===== src/rtl/ldm_stm_pkg.sv =====
// Shared types and constants for the LDM/STM address sequencer.
// Holds the FSM state encoding, the {P,U} addressing-mode encoding and sizing defaults.
package ldm_stm_pkg;

    localparam int WORD_BYTES = 4;
    localparam int LIST_W_DEF = 16;
    localparam int ADDR_W_DEF = 32;

    typedef enum logic [1:0] {
        S_IDLE = 2'b00,
        S_CALC = 2'b01,
        S_XFER = 2'b10,
        S_DONE = 2'b11
    } state_t;

    // Encoded as {P, U}
    typedef enum logic [1:0] {
        MODE_DA = 2'b00,
        MODE_IA = 2'b01,
        MODE_DB = 2'b10,
        MODE_IB = 2'b11
    } addr_mode_t;

endpackage


===== src/rtl/reg_list_popcount.sv =====
// Combinational population count of an LDM/STM register list.
// Zero latency; no flow control.
module reg_list_popcount
    import ldm_stm_pkg::*;
#(
    parameter int W     = LIST_W_DEF,
    parameter int CNT_W = $clog2(W + 1)
) (
    input  logic [W-1:0]     reg_list,
    output logic [CNT_W-1:0] count
);

    always_comb begin
        count = '0;
        for (int i = 0; i < W; i++) begin
            count = count + CNT_W'(reg_list[i]);
        end
    end

endmodule


===== src/rtl/ldm_stm_addr_sequencer.sv =====
// Walks a latched LDM/STM register list, one (register, word address) pair per cycle, then emits Rn writeback.
// Optional build macro LDM_STM_ALIGN_CHECK_EN: unaligned base aborts with align_fault_out instead of being masked.
module ldm_stm_addr_sequencer
    import ldm_stm_pkg::*;
#(
    parameter int ADDR_W = ADDR_W_DEF,
    parameter int LIST_W = LIST_W_DEF
) (
    input  logic              clk_in,
    input  logic              reset_in,
    input  logic              ldm_stm_start_in,
    input  logic [LIST_W-1:0] reg_list_in,
    input  logic [ADDR_W-1:0] base_addr_in,
    input  logic              pre_index_in,
    input  logic              up_in,
    input  logic              writeback_in,
    input  logic              load_in,
    input  logic              stall_in,
`ifdef LDM_STM_ALIGN_CHECK_EN
    output logic              align_fault_out,
`endif
    output logic [3:0]        reg_addr_out,
    output logic [ADDR_W-1:0] mem_addr_out,
    output logic              xfer_valid_out,
    output logic              load_out,
    output logic              busy_out,
    output logic              done_out,
    output logic              wb_en_out,
    output logic [ADDR_W-1:0] wb_data_out
);

    localparam int CNT_W = $clog2(LIST_W + 1);

    state_t            state;
    logic [LIST_W-1:0] list_q;
    logic [ADDR_W-1:0] base_q;
    logic              pre_q;
    logic              up_q;
    logic              wb_q;

    logic [CNT_W-1:0]  n;
    logic [ADDR_W-1:0] n_bytes;
    logic [ADDR_W-1:0] start_addr;
    logic [ADDR_W-1:0] wb_val;
    logic [LIST_W-1:0] list_rest;
    logic [3:0]        first_idx;
    logic [3:0]        next_idx;
    logic              align_bad;

    function automatic logic [3:0] lowest_set(input logic [LIST_W-1:0] v);
        lowest_set = '0;
        for (int i = LIST_W - 1; i >= 0; i--) begin
            if (v[i]) lowest_set = 4'(i);
        end
    endfunction

    reg_list_popcount #(.W(LIST_W), .CNT_W(CNT_W)) u_popcount (
        .reg_list (list_q),
        .count    (n)
    );

    // Lowest register always maps to the lowest address, so descending modes start below base.
    always_comb begin
        n_bytes = ADDR_W'(n) * ADDR_W'(WORD_BYTES);
        case (addr_mode_t'({pre_q, up_q}))
            MODE_IA: start_addr = base_q;
            MODE_IB: start_addr = base_q + ADDR_W'(WORD_BYTES);
            MODE_DA: start_addr = base_q - n_bytes + ADDR_W'(WORD_BYTES);
            default: start_addr = base_q - n_bytes;
        endcase
        wb_val    = up_q ? (base_q + n_bytes) : (base_q - n_bytes);
        list_rest = list_q & (list_q - LIST_W'(1));
        first_idx = lowest_set(list_q);
        next_idx  = lowest_set(list_rest);
`ifdef LDM_STM_ALIGN_CHECK_EN
        align_bad = (base_q[1:0] != 2'b00);
`else
        align_bad = 1'b0;
`endif
    end

    always_ff @(posedge clk_in) begin
        if (reset_in) begin
            state          <= S_IDLE;
            list_q         <= '0;
            base_q         <= '0;
            pre_q          <= 1'b0;
            up_q           <= 1'b0;
            wb_q           <= 1'b0;
            reg_addr_out   <= '0;
            mem_addr_out   <= '0;
            xfer_valid_out <= 1'b0;
            load_out       <= 1'b0;
            busy_out       <= 1'b0;
            done_out       <= 1'b0;
            wb_en_out      <= 1'b0;
            wb_data_out    <= '0;
`ifdef LDM_STM_ALIGN_CHECK_EN
            align_fault_out <= 1'b0;
`endif
        end else begin
            case (state)
                S_IDLE: begin
                    if (ldm_stm_start_in) begin
                        list_q   <= reg_list_in;
`ifdef LDM_STM_ALIGN_CHECK_EN
                        base_q   <= base_addr_in;
`else
                        base_q   <= {base_addr_in[ADDR_W-1:2], 2'b00};
`endif
                        pre_q    <= pre_index_in;
                        up_q     <= up_in;
                        wb_q     <= writeback_in;
                        load_out <= load_in;
                        busy_out <= 1'b1;
                        state    <= S_CALC;
                    end
                end
                S_CALC: begin
                    wb_data_out <= wb_val;
                    if (align_bad || n == '0) begin
                        done_out  <= 1'b1;
                        wb_en_out <= 1'b0;
`ifdef LDM_STM_ALIGN_CHECK_EN
                        align_fault_out <= align_bad;
`endif
                        state     <= S_DONE;
                    end else begin
                        xfer_valid_out <= 1'b1;
                        reg_addr_out   <= first_idx;
                        mem_addr_out   <= start_addr;
                        state          <= S_XFER;
                    end
                end
                S_XFER: begin
                    if (!stall_in) begin
                        list_q <= list_rest;
                        if (list_rest == '0) begin
                            xfer_valid_out <= 1'b0;
                            done_out       <= 1'b1;
                            wb_en_out      <= wb_q;
                            state          <= S_DONE;
                        end else begin
                            reg_addr_out <= next_idx;
                            mem_addr_out <= mem_addr_out + ADDR_W'(WORD_BYTES);
                        end
                    end
                end
                S_DONE: begin
                    done_out  <= 1'b0;
                    wb_en_out <= 1'b0;
                    busy_out  <= 1'b0;
`ifdef LDM_STM_ALIGN_CHECK_EN
                    align_fault_out <= 1'b0;
`endif
                    state     <= S_IDLE;
                end
                default: state <= S_IDLE;
            endcase
        end
    end

endmodule


===== config.mk =====
export PLATFORM = sky130hd
export DESIGN_NAME = ldm_stm_addr_sequencer
export DESIGN_NICKNAME = d
export VERILOG_FILES = /design/src/rtl/ldm_stm_pkg.sv /design/src/rtl/reg_list_popcount.sv /design/src/rtl/ldm_stm_addr_sequencer.sv
export SDC_FILE = /design/constraint.sdc
export NUM_CORES = 1
export LEC_CHECK = 0
export BUFFER_PORTS_ARGS = -buffer_cell sky130_fd_sc_hd__buf_2
export CORE_MARGIN = 5
export CORE_UTILIZATION = 50
export DETAILED_ROUTE_END_ITERATION = 8
export PLACE_DENSITY = 0.7
export SLEW_MARGIN = 25
export SYNTH_ARGS = -nofsm -noshare
export SYNTH_HDL_FRONTEND = slang
export SYNTH_SLANG_ARGS = --single-unit

===== constraint.sdc =====
create_clock -name clk_in -period 21.5 [get_ports clk_in]
set_input_delay 1.075 -clock clk_in [delete_from_list [all_inputs] [get_ports clk_in]]
set_output_delay 1.075 -clock clk_in [all_outputs]
set_load 0.02 [all_outputs]

==> flow_summary.yaml <==
synth:
  synthMuxAreaShare_pct: 3.93
  synth_edf_count: 0
  synth-seq-area-share_pct: 24.2
  syn_area_um2: 9940
  synth_area_leaders: "dfxtp_1 (24%), nand2_1 (6.8%), a21oi_1 (5.7%)"
  synthTopCellsByCount: "nand2_1 (180), nor2_1 (134), dfxtp_1 (120), a21oi_1 (114), clkbuf_1 (78)"
  synth_most_common_cell: "nand2_1"
  ys_seq_elements: 120
  synth_top_area_cell: "dfxtp_1"
  synth_simple_gate_area_share_pct: 28.8
  yosys_warnings: 0
  synth-compound-area-share_pct: 24.1
  synth_cell_types: 81
  synth_top_family_by_area: "simple AND/OR/NAND/NOR gates"
  yosysTopAreaCellShare_pct: 24.2
  async_flop_share_pct: 0
  synthCells: 1385
  synth_adder_area_share_pct: 5.94
  synth_xor_area_share_pct: 6.34
  synth_top_flop_cell: "dfxtp_1"
  syn-mean-instance-area_um2: 7.18
sta:
  grt_setup_unrepaired: "no"
  worst-slew-pin-transition_ps: 1030
  min_period_ps: 8140
  setup_viol: 0
  post-route-period-util_pct: 37.8
  holdWs_ps: 451
  maxSlewHeadroom_pct: 30.9
  hold_viol_final: 0
  fmax_mhz: 123
  drv_slew: 0
  tns_ps: 0
  finalClockSkew_ps: 9.87
cells_and_area:
  final_cells: 1716
  antenna_cells: 0
  drive_gt1_share_pct: 13.9
  area_growth_pct: 13.0
  nFillCells: 1880
  ff_latch_area_um2: 2400
  multi_input_area_um2: 6890
  fin_util_pct: 57.5
  finalNetCount: 1534
clocking:
  post-cts-setup-buffer-count: 0
  tritoncts: "built"
  root_buffer: "clkbuf_16"
  cts_hold_buffers: 0
  cts_sinks: 120
  cts_resized: 0
  clockBufferDepth: 2
  insertion_delay_ps: 430
  cts.htree.levels: 4
  clk_pin_slew_ps: 60
  cts_made_buffers: 17
die:
  io-pin-count: 129
  dieArea_um2: 22800
  rows: 51
  die_h_um: 151
  start_util_pct: 50.9
  chipWidth_um: 151
  coreArea_um2: 19500
worst_setup_path:
  cpPeakStageDelay_ps: 730
  cp.arrival_ps: 8410
  crit_top_cell: "fa_1"
  critPathKind: "flop to flop"
  cp-end-kind: "flop"
  critPathLaunchType: "flop"
  critPathSlowestCell: "a2111oi_2"
  cp_cell_sequence: "inv_1 > ha_1 > inv_1 > fa_1 > inv_1 > fa_1 > fa_1 > inv_1 > fa_1 > fa_1 > fa_1 > xnor2_1 > inv_1 > ha_1 > o311a_1 > nor3_2 > a32oi_1 > a2111oi_2 > nand3_1 > or3_1 > a31oi_1 > nor4_1"
  cp_max_fo: 18
  cp.required_ps: 21780
routing:
  antenna_left: 0
  drt-met1-wl_um: 15300
  top_layer_used: "met4"
  drt-initial-drc-count: 1098
  dr.pass1.iters: 8
  wl_met2_um: 13400
  vias: 10400
  wire_per_inst_um: 18.6
  route.final.wire_length_um: 31900
  post-route-drc-count: 0
  wl_met3_um: 2560
  via_per_inst: 6.07
placement:
  dp.cells: 1684
  gp_congestion: 0.994
  dpl.hpwl_um: 23500
  port-buffer-count: 122
run:
  max-cap-violations: 0
global_routing:
  grt_pass1_wl_um: 50900
  grt_pass1_vias: 9324
  grt_util_all_layers_pct: 27.9
  overflow: 0
  antenna_found_initial: 0
  grt_max_degree: 69
run_status:
  status: "completed"
worst_hold_path:
  worst_hold_path_type: "flop to flop"
==> registers in the layout (all words and copies together), names as in the netlist <==
signal and cells:
wb_q 1, xfer_valid_out 1, busy_out 1, state 2
mem_addr_out 30, load_out 1, wb_data_out 30, up_q 1
wb_en_out 1, base_q 30, list_q 16, pre_q 1
reg_addr_out 4, done_out 1
==> metal layers <==
metal,up-vias,GRT usage [%]
met5,-,0
met2,473,39.7
met4,0,8.84
met1,4805,43.0
li1,5099,-
met3,46,3.95
==> path summary, 6_finish.rpt <==
path / end / from / slack, ps / cells past startpoint
min reg2reg: load_out$_SDFFE_PP0P_ / load_out$_SDFFE_PP0P_ / 450 / 2
min: load_out$_SDFFE_PP0P_ / load_out$_SDFFE_PP0P_ / 450 / 2
max: mem_addr_out[30]$_SDFFE_PP0P_ / list_q[0]$_SDFFE_PP0P_ / 13360 / 22
max reg2reg: mem_addr_out[30]$_SDFFE_PP0P_ / list_q[0]$_SDFFE_PP0P_ / 13360 / 22
==> metrics by stage <==
| step | area (µm²) | setup slack [ps] |
|---|---|---|
| after floorplan | 9960 | 14580 |
| after global placement | 10600 | 13570 |
| after detailed placement | 10600 | 13450 |
| after CTS | 11200 | 13420 |
| after global routing | 11200 | 12910 |
| final | 11200 | 13360 |
==> worst max-delay path, delay by kind of cell (launching register included) <==
family,cells,cell delay [ps]
AOI/OAI and AO/OA,4,1960
xor gates and xnor gates,1,340
adders and majority gates,8,3350
buffers and inverters,5,330
DFF,1,460
and+or+nand+nor,4,1540
==> area by class of cell <==
class | count | area share [%]
multi-input combinational | 1108 | 61.4
sequential | 120 | 21.4
inverter | 55 | 1.84
clock inverter | 13 | 2.15
tap | 265 | 2.95
clock buffer | 19 | 3.94
timing repair buffer | 136 | 6.39
==> cell families (layout without fill, tap and decap cells) <==
family / count (synthesis) / in the layout
AO/OA/AOI/OAI: 374 / 374
XOR/XNOR: 72 / 72
adder cells (fa/ha/maj): 40 / 40
buffers and inverters: 160 / 223
flip-flops: 120 / 120
multiplexers: 39 / 39
other: 1 / 4
AND/OR/NAND/NOR: 579 / 579
==> placed cells by master (no fill, tap or decap), types with 6 or more instances in the layout <==
master,netlist,layout
a211oi_1,29,29
clkbuf_16,0,17
mux2i_1,39,39
and2_1,11,11
nand2_1,180,180
a31oi_1,27,27
a22oi_1,8,8
and3_1,20,20
xor2_1,27,27
o21ai_0,76,76
buf_4,7,15
nand3b_1,6,6
or2_2,6,6
nand2b_1,15,15
nand3_1,49,49
dfxtp_1,120,120
a311oi_1,6,6
nand4_1,13,13
ha_1,28,26
buf_2,10,121
nor4_1,24,24
nor4_2,6,6
o31ai_1,10,10
a21o_1,7,7
or3_1,23,23
o22ai_1,22,22
nor2_1,134,133
xnor2_1,45,45
nor3_1,45,45
or4_1,10,10
a221oi_1,6,6
fa_1,12,12
nor2b_1,10,9
inv_1,54,54
bufinv_16,0,6
a21oi_1,114,114
Power is left out: the tool's default activity adds up to more than one toggle a clock period on the data nets, which glitch-free logic cannot reach.
